File: src/rtl/eth_phy_10g_rx_link_ctrl.sv
// 10GBASE-R RX link sequencer: SERDES reset pulsing, lock/BER qualification, link-down counter.
// Latency: all outputs registered, reflecting the state entered on each rx_clk edge; no backpressure.
module eth_phy_10g_rx_link_ctrl #(
  parameter int LOCK_TIMEOUT  = 1024,
  parameter int RESET_CYCLES  = 16,
  parameter int GOOD_CYCLES   = 125,
  parameter int HIBER_TIMEOUT = 4096,
  parameter int CNT_WIDTH     = 8
) (
  input  logic                 rx_clk,
  input  logic                 rx_rst,
  input  logic                 rx_block_lock,
  input  logic                 rx_high_ber,
  input  logic                 cfg_enable,
  input  logic                 cfg_restart,
  input  logic                 link_down_count_clr,
  output logic                 serdes_rx_reset_req,
  output logic                 rx_status,
  output logic [1:0]           link_state,
  output logic [CNT_WIDTH-1:0] link_down_count
);

  localparam int TMAX = (LOCK_TIMEOUT > RESET_CYCLES) ? LOCK_TIMEOUT : RESET_CYCLES;
  localparam int TW   = (TMAX > 1) ? $clog2(TMAX) : 1;
  localparam int GW   = (GOOD_CYCLES > 1) ? $clog2(GOOD_CYCLES) : 1;
  localparam int HW   = (HIBER_TIMEOUT > 1) ? $clog2(HIBER_TIMEOUT) : 1;

  typedef enum logic [1:0] {
    ST_RESET     = 2'd0,
    ST_WAIT_LOCK = 2'd1,
    ST_WAIT_GOOD = 2'd2,
    ST_UP        = 2'd3
  } state_t;

  state_t               state, state_n;
  logic [TW-1:0]        state_timer, timer_n;
  logic [GW-1:0]        good_cnt, good_n;
  logic [HW-1:0]        hiber_cnt, hiber_n;
  logic                 req_n;
  logic                 good;
  logic                 leave_up;
  logic [CNT_WIDTH-1:0] cnt_n;

  always_ff @(posedge rx_clk or posedge rx_rst) begin
    if (rx_rst) begin
      state               <= ST_RESET;
      state_timer         <= '0;
      good_cnt            <= '0;
      hiber_cnt           <= '0;
      serdes_rx_reset_req <= 1'b0;
      rx_status           <= 1'b0;
      link_down_count     <= '0;
    end else begin
      state               <= state_n;
      state_timer         <= timer_n;
      good_cnt            <= good_n;
      hiber_cnt           <= hiber_n;
      serdes_rx_reset_req <= req_n;
      rx_status           <= (state_n == ST_UP);
      link_down_count     <= cnt_n;
    end
  end

  assign link_state = state;

  always_comb begin
    state_n  = state;
    timer_n  = state_timer + 1'b1;
    good_n   = good_cnt;
    hiber_n  = hiber_cnt;
    req_n    = 1'b0;
    good     = rx_block_lock && !rx_high_ber;
    leave_up = 1'b0;
    cnt_n    = link_down_count;

    if (!cfg_enable) begin
      state_n = ST_RESET;
      timer_n = '0;
    end else if (cfg_restart) begin
      state_n = ST_RESET;
      timer_n = '0;
    end else begin
      unique case (state)
        ST_RESET: begin
          // Entry via enable/restart/rx_rst arrives with req low: raise it first, then time it.
          if (!serdes_rx_reset_req) begin
            req_n   = 1'b1;
            timer_n = '0;
          end else if (state_timer == TW'(RESET_CYCLES - 1)) begin
            state_n = ST_WAIT_LOCK;
          end else begin
            req_n = 1'b1;
          end
        end
        ST_WAIT_LOCK: begin
          if (rx_block_lock) begin
            state_n = ST_WAIT_GOOD;
            good_n  = '0;
            hiber_n = '0;
          end else if (state_timer == TW'(LOCK_TIMEOUT - 1)) begin
            state_n = ST_RESET;
            req_n   = 1'b1;
          end
        end
        default: begin
          hiber_n = rx_high_ber ? hiber_cnt + 1'b1 : '0;
          if (rx_high_ber && hiber_cnt == HW'(HIBER_TIMEOUT - 1)) begin
            state_n = ST_RESET;
            req_n   = 1'b1;
          end else if (!rx_block_lock) begin
            state_n = ST_WAIT_LOCK;
          end else if (state == ST_UP) begin
            if (rx_high_ber) begin
              state_n = ST_WAIT_GOOD;
              good_n  = '0;
            end
          end else if (good) begin
            good_n = good_cnt + 1'b1;
            if (good_cnt == GW'(GOOD_CYCLES - 1)) state_n = ST_UP;
          end else begin
            good_n = '0;
          end
        end
      endcase
    end

    if (state_n != state) timer_n = '0;
    if (state_n == ST_RESET || state_n == ST_WAIT_LOCK) hiber_n = '0;

    leave_up = (state == ST_UP) && (state_n != ST_UP);
    if (link_down_count_clr) begin
      cnt_n = leave_up ? CNT_WIDTH'(1) : '0;
    end else if (leave_up && !(&link_down_count)) begin
      cnt_n = link_down_count + 1'b1;
    end
  end

endmodule
File: config.mk
export PLATFORM = sky130hd
export DESIGN_NAME = eth_phy_10g_rx_link_ctrl
export DESIGN_NICKNAME = d
export VERILOG_FILES = /design/src/rtl/eth_phy_10g_rx_link_ctrl.sv
export SDC_FILE = /design/constraint.sdc
export NUM_CORES = 1
export LEC_CHECK = 0
export ABC_AREA = 1
export BUFFER_PORTS_ARGS = -buffer_cell sky130_fd_sc_hd__buf_2
export CAP_MARGIN = 20
export CELL_PAD_IN_SITES_DETAIL_PLACEMENT = 2
export CELL_PAD_IN_SITES_GLOBAL_PLACEMENT = 2
export CORE_MARGIN = 8
export CORE_UTILIZATION = 38
export CTS_CLUSTER_SIZE = 10
export DETAILED_ROUTE_END_ITERATION = 8
export GPL_ROUTABILITY_DRIVEN = 0
export HOLD_SLACK_MARGIN = 0.08
export PLACE_DENSITY = 0.83
export SLEW_MARGIN = 20
export SYNTH_ARGS = -nofsm -noshare
export SYNTH_HDL_FRONTEND = slang
export SYNTH_SLANG_ARGS = --single-unit
export TNS_END_PERCENT = 1
File: constraint.sdc
create_clock -name rx_clk -period 3.5 [get_ports rx_clk]
set_input_delay 0.875 -clock rx_clk [delete_from_list [all_inputs] [get_ports rx_clk]]
set_output_delay 0.875 -clock rx_clk [all_outputs]
set_load 0.02 [all_outputs]
## Yosys cells after proc, flatten, opt, wreduce, memory -nomap -nowiden

Index checks and enable logic that the tools add are counted.

| storage, ports and cells | value |
|---|---|
| register bits | 41 |
| memories | 0 |
| RAM bits | 0 |
| memory bits (read-only) | 0 |
| input bits | 7 |
| bits in latches | 0 |

| cells by class | value |
|---|---|
| bitwise logic cells | 2 |
| equal/unequal tests | 16 |
| div/mod/pow operators | 0 |
| reductions and logical operators | 15 |
| add/subtract/negate cells | 4 |
| mux-type cells | 42 |
| order comparisons | 0 |
| $mul | 0 |
| shifts and indexed selects | 0 |

Operators with widths:

| kind | number |
|---|---|
| $mux 12 | 5 |
| $mux 10 | 5 |
| $mux 7 | 6 |
| $mux 2 | 12 |
| $pmux 12 s2 | 1 |
| $mux 8 | 2 |
| $pmux 7 s2 | 1 |
| $add 12x1->12 const B | 1 |
| $eq 12x12->1 const B | 1 |
| $add 10x1->10 const B | 1 |
| $eq 10x10->1 const B | 1 |
| $eq 10x4->1 const B | 1 |
| $add 8x1->8 const B | 1 |
| $mux 1 | 8 |
| $reduce_and 8->1 | 1 |
| $add 7x1->7 const B | 1 |
| $eq 7x7->1 const B | 1 |
| $reduce_and 7->1 | 1 |
| $ne 2x2->1 const B | 3 |
| $reduce_bool 2->1 | 3 |
| $eq 2x1->1 const B | 2 |
| $eq 2x2->1 const B | 2 |
| $logic_and 1x1->1 | 4 |
| $logic_not 2->1 | 2 |
| 10 further kinds | 13 |

## Longest topological paths before layout

Gate-level depths: netlist of the first run.

| depth | value |
|---|---|
| depth after elaboration | 14 |
| mapped depth | 13 |
| gate-level depth less buffers | 13 |

## Worst setup path after synthesis of the first run

Ideal clock, no wire load.

| timing path | value |
|---|---|
| path kind | input to register |
| start | input port rx_high_ber |
| end | register link_down_count[2] |
| library setup time | 118 ps |
| path buffers | 0 |
| stages on the path | 10 |
| data arrival time | 1879 ps |
| required time | 3382 ps |
| setup slack | 1503 ps |
| cell sequence | inv_1 -> nand2_2 -> nor2_2 -> nand3_1 -> a21oi_2 -> nand4_2 -> nand3_4 -> nand2_4 -> nand2_1 -> nand2_1 |

| between the ends | value |
|---|---|
| longest elaborated chain between the ends | 13 |
| elaborated cells on any way between the ends | 15 |
| classes of those cells | eq/ne: 1; mux: 8; reduce/logical: 6 |

Ends and longest elaborated chain:

| element | RTL line | source |
|---|---|---|
| start, declared | 13 | `input logic rx_high_ber,` |
| $logic_not 1->1 | 72 | `good = rx_block_lock && !rx_high_ber;` |
| $logic_and 1x1->1 | 72 |  |
| $mux 2 | 117 | `end else if (good) begin` |
| $mux 2 | 112 | `end else if (state == ST_UP) begin` |
| $mux 2 | 110 | `end else if (!rx_block_lock) begin` |
| $mux 2 (*) | 107 | `if (rx_high_ber && hiber_cnt == HW'(HIBER_TIMEOUT - 1)) begin` |
| $pmux 2 s2 (*) | 83 | `unique case (state)` |
| $mux 2 (*) | 79 | `end else if (cfg_restart) begin` |
| $mux 2 (*) | 76 | `if (!cfg_enable) begin` |
| $ne 2x2->1 (*) | 130 | `leave_up = (state == ST_UP) && (state_n != ST_UP);` |
| $logic_and 1x1->1 (*) | 130 |  |
| $logic_and 1x1->1 (*) | 133 | `end else if (leave_up && !(&link_down_count)) begin` |
| $reduce_bool 2->1 (no source line) (*) | - |  |
| end signal, assigned | 60 | `link_down_count <= cnt_n;` |
| end, declared | 20 | `output logic [CNT_WIDTH-1:0] link_down_count` |

Mark *: on every way between the ends. The rest lies on a longest branch, timed or not.
A chain may end at the register's enable or synchronous reset.

## Worst setup path in the final report of the first run

| timing path | value |
|---|---|
| start | input port rx_high_ber |
| end | register link_down_count[4] |

Same word-level chain as after synthesis.

==> metrics.cfg, run 1 <==
[outcome]
status = finished, final reports clean

[sta]
final-setup-viol-count = 0
fin_worst_skew_ns = 0.0106
timing.fmax_mhz = 475
max_slew_margin = 0.631
fin_setup_tns_ns = 0
fin_crit_sh = 0.602
rsz0062_at_grt = no
worst_slew_pin_slew_ns = 0.554
holdWs_ns = 0.469
drv_slew = 0
min_period_ns = 2.11
hold_viol_final = 0

[layout]
diodes = 0
final_core_util = 0.440
layout_commonest_cell = nand2_1
multi_input_area_sq_mm = 0.00112
drive_gt1_frac = 0.168
ff_latch_area_sq_mm = 0.00103
fillers = 696
final_cell_mix = nand2_1 (52), nor2_1 (47), dfrtp_1 (41)
final_nets = 320
syn_to_final_growth_pct = 12.4

[global_routing]
grt_max_degree = 42
grt-ovfl-total = 0
grt_pass1_wl_um = 10400
grt_usage = 0.149
antenna_found_initial = 0
grt_pass1_vias = 2178

[die]
die_area_sq_mm = 0.00885
pin_count = 19
die_w_um = 94.1
core_sq_mm = 0.00592
row_count = 28
start_util = 0.391
die_h_um = 94.1

[drt]
dr.pass1.iters = 3
routedWlPerCell_um = 14.9
avgViaCountPerCell = 4.99
antenna_left = 0
drt_iter0_markers = 42
via_count = 1916
drt_wl_total_um = 5730
drc_errors = 0

[placement]
io_buffers = 18
dp_hpwl_um = 4310

[cts]
clock-sinks = 41
cts_resized = 0
post_cts.repair.setup_buffers = 0
cts_buffers = 5
clk_pin_slew_worst_paths_ns = 0.09
cts_root_buf = clkbuf_8
cts_max_level = 2
cts.path.max_buffers = 2
tritoncts = done
cts_hold_buf = 0
clock_latency_ns = 0.30

[critical_path]
cp_data_required_time_ns = 3.70
cp-end-kind = flop
r2r_slack_ns = 1.52
r2r-start = state_timer[0]
worst_setup_path_start_kind = primary input
startpoint = rx_high_ber
path_max_fanout = 9
crit_arrival_ns = 2.31
rr_worst_depth = 12
worst_r2r_endpoint = link_down_count[4]
critPathKind = in2reg

[logic_synthesis]
muxShareOfSynthArea = 0
yosysTopAreaCellShare = 0.443
synth-simple-area-share = 0.337
synth-compound-area-share = 0.0540
ys_seq_area_frac = 0.443
yosys_warnings = 0
syn-cell-area_sq_mm = 0.00232
synth_nets = 296
synth_largest_area_cell = dfrtp_1
yosys_register_bits = 41
synth.distinct_cells = 37
yosys.area_share.adder = 0.0270
synth_top_family_by_area = simple AND/OR/NAND/NOR gates
synthXorXnorAreaFrac = 0.0681
synthCells = 284
syn_area_per_cell_sq_um = 8.15
synth_area_leaders = dfrtp_1 (44%), nand2_1 (8.4%), nor2_1 (7.6%)

[pwr]
power.density_mw_per_mm2 = 364
max-vdd-ir-drop_mv = 0.219
static-leakage-power_nw = 1.20

[worst_hold_path]
holdCritPathClass = reg2reg
min_from = hiber_cnt[0]
hold_path_end = hiber_cnt[0]
hold_depth = 1

[flow_run]
cap_violations = 0

## state kept, by name, summed over array words and instances, names as in the netlist
register and count:
rx_status 1, serdes_rx_reset_req 1, state_timer 10, link_state 2, good_cnt 7, link_down_count 8, hiber_cnt 12
## report_power, final
group / total (mW) / switching (mW) / internal [mW] / leakage [nW]
registers: 0.490 / 0.00873 / 0.481 / 0.556
clock network: 0.391 / 0.177 / 0.214 / 0.0554
logic: 0.0657 / 0.0459 / 0.0198 / 0.594
total: 0.947 / 0.231 / 0.715 / 1.20
## how the worst max path moves through the flow
| stage | slack, ns | endpoint |
|---|---|---|
| 2_1_floorplan | 1.50 | link_down_count[2] |
| 3_3_place_gp | 1.10 | link_down_count[5] |
| 3_5_place_dp | 1.04 | link_down_count[4] |
| 4_1_cts | 1.35 | link_down_count[4] |
| 5_1_grt | 1.25 | link_down_count[0] |
| 6_report | 1.39 | link_down_count[4] |
## synthesized netlist by cell type
library cell  count
a211oi_1          2
a21oi_1           5
a21oi_2           1
a31o_2            1
and3_1            1
buf_6             1
clkbuf_1          1
clkinv_1          1
dfrtp_1          41
ha_1              5
inv_1            38
inv_2             1
nand2_1          52
nand2_2           5
nand2_4           3
nand3_1          21
nand3_2           3
nand3_4           1
nand4_1           4
nand4_2           1
nand4_4           1
nor2_1           47
nor2_2            4
nor2_4            2
nor3_1            8
nor3_2            1
nor3b_1           2
nor4_1            1
o21ai_0           5
o21ai_1           2
o21ai_2           1
o21bai_1          1
o311ai_0          1
o31ai_1           1
or2_2             1
xnor2_1           4
xor2_1           14
## per-layer routing
metal / part of all wire / track usage / vias to the layer above
met5: 0 / 0 / -
met3: 0.032 / 0.0320 / 6
met4: 0.014 / 0.0476 / 0
li1: - / - / 944
met1: 0.47 / 0.181 / 946
met2: 0.49 / 0.253 / 20
## critical path, stage by stage
cell	delay, ns
buf_2	0.11
inv_1	0.14
nand2_2	0.11
nor2_2	0.14
nand3_1	0.11
a21oi_2	0.20
nand4_2	0.19
nand3_4	0.17
nand2_4	0.11
nand2_1	0.09
nand2_1	0.05
## final cells by class
type / count / share of cell area
clock buffers: 6 / 0.0279
repair buffers: 19 / 0.0375
flip-flops and latches: 41 / 0.394
clock inverters: 2 / 0.0149
inverters: 40 / 0.0577
multi-input cells: 201 / 0.432
well taps: 75 / 0.0360
## logic make-up (layout without fill, tap and decap cells)
group           count (synthesis)  after routing
compound gates                 20             20
xor+xnor                       18             18
buf+inv                        42             67
fa+ha+maj                       5              5
simple gates                  158            158
flops                          41             41
## metrics by stage
| step | cells | setup WS (ns) | power [mW] | area, sq um |
|---|---|---|---|---|
| 6_report | 384 | 1.39 | 0.947 | 2600 |
| 5_1_grt | 384 | 1.25 | 0.995 | 2600 |
| 4_1_cts | 384 | 1.35 | 0.965 | 2600 |
| 3_5_place_dp | 376 | 1.04 | 0.567 | 2490 |
| 3_3_place_gp | 376 | 1.10 | 0.564 | 2490 |
| 2_1_floorplan | 284 | 1.50 | 0.542 | 2320 |
Note: power is estimated with default switching activity, not from simulation.
==> inputs of run 2 (changes only) <==
CORE_UTILIZATION = 32   (was 38)
PLACE_DENSITY = 0.75   (was 0.83)
clock period = 1.8 ns   (was 3.5 ns; I/O delays follow)
==> run 2 against run 1 <==
The run now ends with setup timing left. Critical endpoint is now link_down_count[0]. Sequential power up 94%. Via count is 8.4% higher. Hold slack got worse by 0.18 ns. Largest cell class unchanged. Final cell count increased by 15%. Highest routed layer unchanged.
==> metrics.cfg, run 2 (synthesis gave the netlist of run 1 again) <==
[outcome]
status = finished, violations left
violations = setup timing

[drt]
antenna_left = 0  ; unchanged
drt_iter0_markers = 28  ; -33%
avgViaCountPerCell = 4.72  ; -5.4%
routedWlPerCell_um = 15.9  ; +6.4%
via_count = 2077  ; +8.4%
dr.pass1.iters = 2  ; -1
drt_wl_total_um = 6990  ; +22%
drc_errors = 0  ; unchanged

[placement]
dp_hpwl_um = 4780  ; +11%
io_buffers = 18  ; unchanged

[sta]
min_period_ns = 1.82
max_slew_margin = 0.626  ; -0.00432
worst_slew_pin_slew_ns = 0.560  ; +0.00648 ns
fin_worst_skew_ns = 0.00723  ; -0.00339 ns
final-setup-viol-count = 2  ; +2
timing.fmax_mhz = 548
fin_crit_sh = 1.01
setup_slack_ns = -0.0244  ; -1.42 ns
rsz0062_at_grt = yes
hold_viol_final = 0  ; unchanged
drv_slew = 0  ; unchanged
fin_setup_tns_ns = -0.0277  ; -0.0277 ns
holdWs_ns = 0.288  ; -0.181 ns

[critical_path]
crit_chain = ha_2 -> nand2_2 -> nor2_4 -> nand4_1 -> nand2_1 -> nand2_4 -> nand4_4 -> nand3_4 -> buf_4 -> nand3_1 -> nand2_1
path_max_fanout = 7  ; -2
slowest_stage = dfrtp_1
worst_setup_path_start_kind = flop
cp-end-kind = flop
cp_data_required_time_ns = 1.99  ; -1.71 ns
path_buf_inv = 1  ; -1
critPathMostFrequentCell = nand2_1
crit_arrival_ns = 2.01  ; -0.30 ns
slowest_delay_ns = 0.38  ; +0.18 ns
cp_top_family = simple AND/OR/NAND/NOR gates
critPathKind = reg2reg

[worst_hold_path]
holdCritPathClass = in2async

[layout]
top_regs = hiber_cnt: 12 flops, state_timer: 10 flops, link_down_count: 8 flops
final_nets = 352  ; +10%
final_cell_mix = nand2_1 (46), nor2_1 (40), dfrtp_1 (39)
layout_commonest_cell = nand2_1
fillers = 841  ; +21%
syn_to_final_growth_pct = 30.4
diodes = 0  ; unchanged
regMostFlops = hiber_cnt
largest_register_ff_count = 12  ; unchanged
drive_gt1_frac = 0.320  ; +0.151

[die]
start_util = 0.325  ; -0.0667
core_sq_mm = 0.00714  ; +21%
die_area_sq_mm = 0.0102  ; +15%
row_count = 31  ; +11%
die_w_um = 101  ; +7.4%
die_h_um = 101  ; +7.4%
pin_count = 19  ; unchanged

[cts]
clock-sinks = 41  ; unchanged
cts_root_buf = clkbuf_8
cts_hold_buf = 0  ; unchanged
cts.path.max_buffers = 2  ; unchanged
cts_buffers = 5  ; unchanged
tritoncts = done
clock_latency_ns = 0.30  ; about the same
cts_max_level = 2  ; unchanged
clk_pin_slew_worst_paths_ns = 0.08  ; about the same

[global_routing]
grt-ovfl-total = 0  ; unchanged
grt_pass1_vias = 2313  ; +6.2%
grt_usage = 0.138  ; -0.0106
antenna_found_initial = 0  ; unchanged
grt_pass1_wl_um = 11200  ; +7.3%
grt_max_degree = 42  ; unchanged

[pwr]
static-leakage-power_nw = 1.34  ; +11%
power.density_mw_per_mm2 = 633  ; +74%
max-vdd-ir-drop_mv = 0.248  ; +13%

[flow_run]
cap_violations = 0  ; unchanged

## run 2: changes by cell type in the layout (fill, tap and decap cells not counted), sizes merged
cell and delta:
clkbuf +1, nand4 +1, buf +31, inv -1
## run 2: where the power goes
group / switching (mW) / total (mW) / internal (mW)
Sequential: 0.0155 / 0.951 / 0.936
Clock: 0.343 / 0.796 / 0.453
Combinational: 0.108 / 0.165 / 0.0566
Total: 0.467 / 1.91 / 1.45
## run 2: final timing paths
path	start	cells past startpoint	endpoint	slack, ns
hold / removal	rx_rst	3	hiber_cnt[0]	0.29
min in group rx_clk	cfg_restart	4	serdes_rx_reset_req	0.42
hold reg to reg	good_cnt[6]	2	good_cnt[6]	0.54
setup / recovery	state_timer[0]	11	link_down_count[0]	-0.02
setup reg to reg	state_timer[0]	11	link_down_count[0]	-0.02
max in group asynchronous	rx_rst	3	link_state[0]	1.10
## run 2: worst min-delay path: stages
cell and delay [ns]:
buf_2 0.10, clkinv_1 0.04, buf_4 0.47
## run 2: what timing repair did
item	in CTS	in global routing
gates cloned	0	1
gates resized for setup	9	28
pin swaps	2	17
setup endpoints to repair	20	36
setup buffers	0	12
hold endpoints to repair	0	0
## run 2: cell type report
| cell class | count | area [sq um] | share of cell area |
|---|---|---|---|
| multi-input combinational | 202 | 1270 | 0.420 |
| tap | 99 | 124 | 0.0410 |
| clock buffer | 7 | 86.3 | 0.0286 |
| inverter | 40 | 153 | 0.0505 |
| sequential | 41 | 1030 | 0.341 |
| clock inverter | 1 | 30.0 | 0.00994 |
| timing repair buffer | 50 | 330 | 0.109 |
## run 2: stage by stage
step,area [sq um],util,power [mW],setup WS [ns],std cells
after floorplan,2320,-,1.05,0.197,284
after global placement,2670,0.373,1.11,-0.0201,419
after detailed placement,2670,0.373,1.12,-0.0838,419
after CTS,2810,0.394,1.93,-0.0834,427
after global routing,3020,0.423,2.00,-0.145,440
final,3020,0.423,1.91,-0.0244,440
## run 2: routing by layer
layer / part of all wire / up-vias / GRT usage
met1: 0.43 / 1030 / 0.167
met3: 0.025 / 8 / 0.0276
met4: 0.012 / 0 / 0.0378
met2: 0.53 / 24 / 0.240
met5: 0 / - / 0
li1: - / 1015 / -
==> inputs of run 3 (changes only) <==
CTS_CLUSTER_SIZE = 24   (was 10)
PLACE_DENSITY = unset   (was 0.75)
PLACE_DENSITY_LB_ADDON = 0.1   (was unset)
SETUP_SLACK_MARGIN = 0.3   (was unset)
==> run 3 against run 2 <==
The run now ends clean. Die area unchanged. Sequential share of layout area is 0.11 points lower. First-iteration DRC count decreased by 3.6%. Critical endpoint is now link_down_count[7].
==> metrics.cfg, run 3 (synthesis gave the netlist of run 1 again) <==
[die]
row_count = 31  ; unchanged
core_sq_mm = 0.00714  ; unchanged
die_w_um = 101  ; unchanged
pin_count = 19  ; unchanged
die_area_sq_mm = 0.0102  ; unchanged
start_util = 0.325  ; unchanged
die_h_um = 101  ; unchanged

[cts]
tritoncts = done
cts_max_level = 2  ; unchanged
clock-sinks = 41  ; unchanged
cts_buffers = 5  ; unchanged
clock_latency_ns = 0.30  ; about the same
cts.path.max_buffers = 2  ; unchanged
cts_root_buf = clkbuf_8
clk_pin_slew_worst_paths_ns = 0.09  ; about the same

[sta]
hold_viol_final = 0  ; unchanged
fin_crit_sh = 0.986  ; -0.0273
min_period_ns = 1.78  ; -0.0492 ns
final-setup-viol-count = 0  ; -2
fin_worst_skew_ns = 0.0107  ; +0.00348 ns
max_slew_margin = 0.684  ; +0.0576
fin_setup_tns_ns = 0  ; +0.0277 ns
worst_slew_pin_slew_ns = 0.473  ; -0.0873 ns
timing.fmax_mhz = 563  ; +2.8%
drv_slew = 0  ; unchanged
rsz0062_at_grt = yes

[critical_path]
r2r_slack_ns = 0.02  ; +0.05 ns
worst_r2r_endpoint = link_down_count[7]
path_max_fanout = 8  ; +1
startpoint = good_cnt[0]
crit_end = link_down_count[7]
crit_arrival_ns = 1.98  ; -0.03 ns
cp-end-kind = flop
cp_data_required_time_ns = 2.00  ; about the same
rr_worst_depth = 11  ; unchanged
r2r-start = good_cnt[0]
critPathKind = reg2reg
worst_setup_path_start_kind = flop

[global_routing]
grt-ovfl-total = 0  ; unchanged
grt_pass1_wl_um = 11300  ; +0.80%
grt_max_degree = 42  ; unchanged
antenna_found_initial = 0  ; unchanged
grt_pass1_vias = 2330  ; +0.73%
grt_usage = 0.140  ; +0.00184

[drt]
via_count = 2068  ; -0.43%
drc_errors = 0  ; unchanged
routedWlPerCell_um = 15.0  ; -5.5%
antenna_left = 0  ; unchanged
dr.pass1.iters = 4  ; +2
drt_wl_total_um = 6580  ; -5.9%
avgViaCountPerCell = 4.72  ; about the same
drt_iter0_markers = 27  ; -3.6%

[worst_hold_path]
holdCritPathClass = in2async

[placement]
io_buffers = 18  ; unchanged
dp_hpwl_um = 4470  ; -6.6%

[pwr]
p_int_mw = 1.44  ; about the same
power.density_mw_per_mm2 = 633  ; about the same
switching_power_uw = 473  ; +1.3%
power.share.combinational = 0.083  ; -0.003
p_clk_frac = 0.421  ; +0.005
power_mw = 1.92  ; +0.31%
max-vdd-ir-drop_mv = 0.315  ; +27%
power_frac_seq = 0.496  ; about the same
switching_share = 0.247  ; +0.00238
static-leakage-power_nw = 1.35  ; +0.86%

[layout]
syn_to_final_growth_pct = 30.8
layout_commonest_cell = nand2_1
drive_gt1_frac = 0.295  ; -0.0247
diodes = 0  ; unchanged
multi_input_area_sq_mm = 0.00126  ; -0.99%
fillers = 840  ; -0.12%
final_core_util = 0.425  ; +0.00140
ff_latch_area_sq_mm = 0.00103  ; unchanged
final_cell_mix = nand2_1 (49), nor2_1 (41), dfrtp_1 (39)
top_regs = hiber_cnt: 12 flops, state_timer: 10 flops, link_down_count: 8 flops
largest_register_ff_count = 12  ; unchanged
final_nets = 350  ; -0.57%
regMostFlops = hiber_cnt

[outcome]
status = finished, final reports clean

[flow_run]
cap_violations = 0  ; unchanged

-- run 3: changes by cell type in the layout (fill, tap and decap cells not counted), moves of 2 or more --
cell | previous run | this run
o21ai_0 | 4 | 2
inv_2 | 3 | 1
nand2_1 | 46 | 49
buf_12 | 0 | 2
buf_4 | 32 | 25
nand2_2 | 8 | 5
o21ai_1 | 3 | 5
buf_6 | 0 | 3
-- run 3: power groups by stage --
stage               clock network, mW  registers, mW  logic (mW)
finish                          0.808          0.951       0.159
global route                    0.872          0.954       0.183
CTS                             0.834          0.951       0.158
detailed placement                  0          0.970       0.153
global placement                    0          0.968       0.150
floorplan                           0          0.979      0.0740
-- run 3: how the worst min path moves through the flow --
stage / endpoint / slack [ns] / cells after the start / startpoint
2_1_floorplan: hiber_cnt[0] / 0.43 / 1 / hiber_cnt[0]
3_3_place_gp: hiber_cnt[0] / 0.45 / 1 / hiber_cnt[0]
3_5_place_dp: hiber_cnt[0] / 0.45 / 1 / hiber_cnt[0]
4_1_cts: link_down_count[1] / 0.17 / 3 / rx_rst
5_1_grt: link_down_count[1] / 0.17 / 3 / rx_rst
6_report: link_down_count[1] / 0.16 / 3 / rx_rst
-- run 3: critical path: stages, from the launching register on --
cell and delay [ns]:
dfrtp_1 0.39, inv_1 0.08, ha_1 0.15, inv_1 0.04
nor2_1 0.13, nand3_1 0.14, a21oi_4 0.22, nand4_4 0.15
nand3_4 0.14, nand2_4 0.10, nand2_1 0.09, nand2_1 0.05
-- run 3: timing repair --
| action | CTS | global route |
|---|---|---|
| gates resized for setup | 6 | 26 |
| cloned | 2 | 0 |
| setup buffers | 5 | 2 |
| hold buffers | 0 | 0 |
| setup endpoints to repair | 39 | 42 |
| pin swaps | 8 | 11 |
-- run 3: metrics by stage --
stage	setup WS, ns	instance area (sq um)	hold WS [ns]	instances
after floorplan	0.221	2330	0.426	284
after global placement	-0.0364	2710	0.450	421
after detailed placement	-0.0732	2710	0.452	421
after CTS	0.0232	2930	0.169	436
after global routing	-0.158	3030	0.174	438
final	0.0247	3030	0.165	438
-- run 3: final cells by class --
class / instances / area share
clock buffer: 6 / 0.0273
clock inverter: 2 / 0.0124
inverter: 40 / 0.0512
multi-input combinational: 203 / 0.415
sequential: 41 / 0.339
tap: 99 / 0.0409
timing repair buffer: 47 / 0.114
-- run 3: metal layers --
metal / GRT usage / vias up / routed length (um)
met5: 0 / - / 0
met4: 0.0458 / 0 / 71
met3: 0.0345 / 6 / 220
met2: 0.232 / 23 / 3290
met1: 0.172 / 1021 / 2990
li1: - / 1018 / -
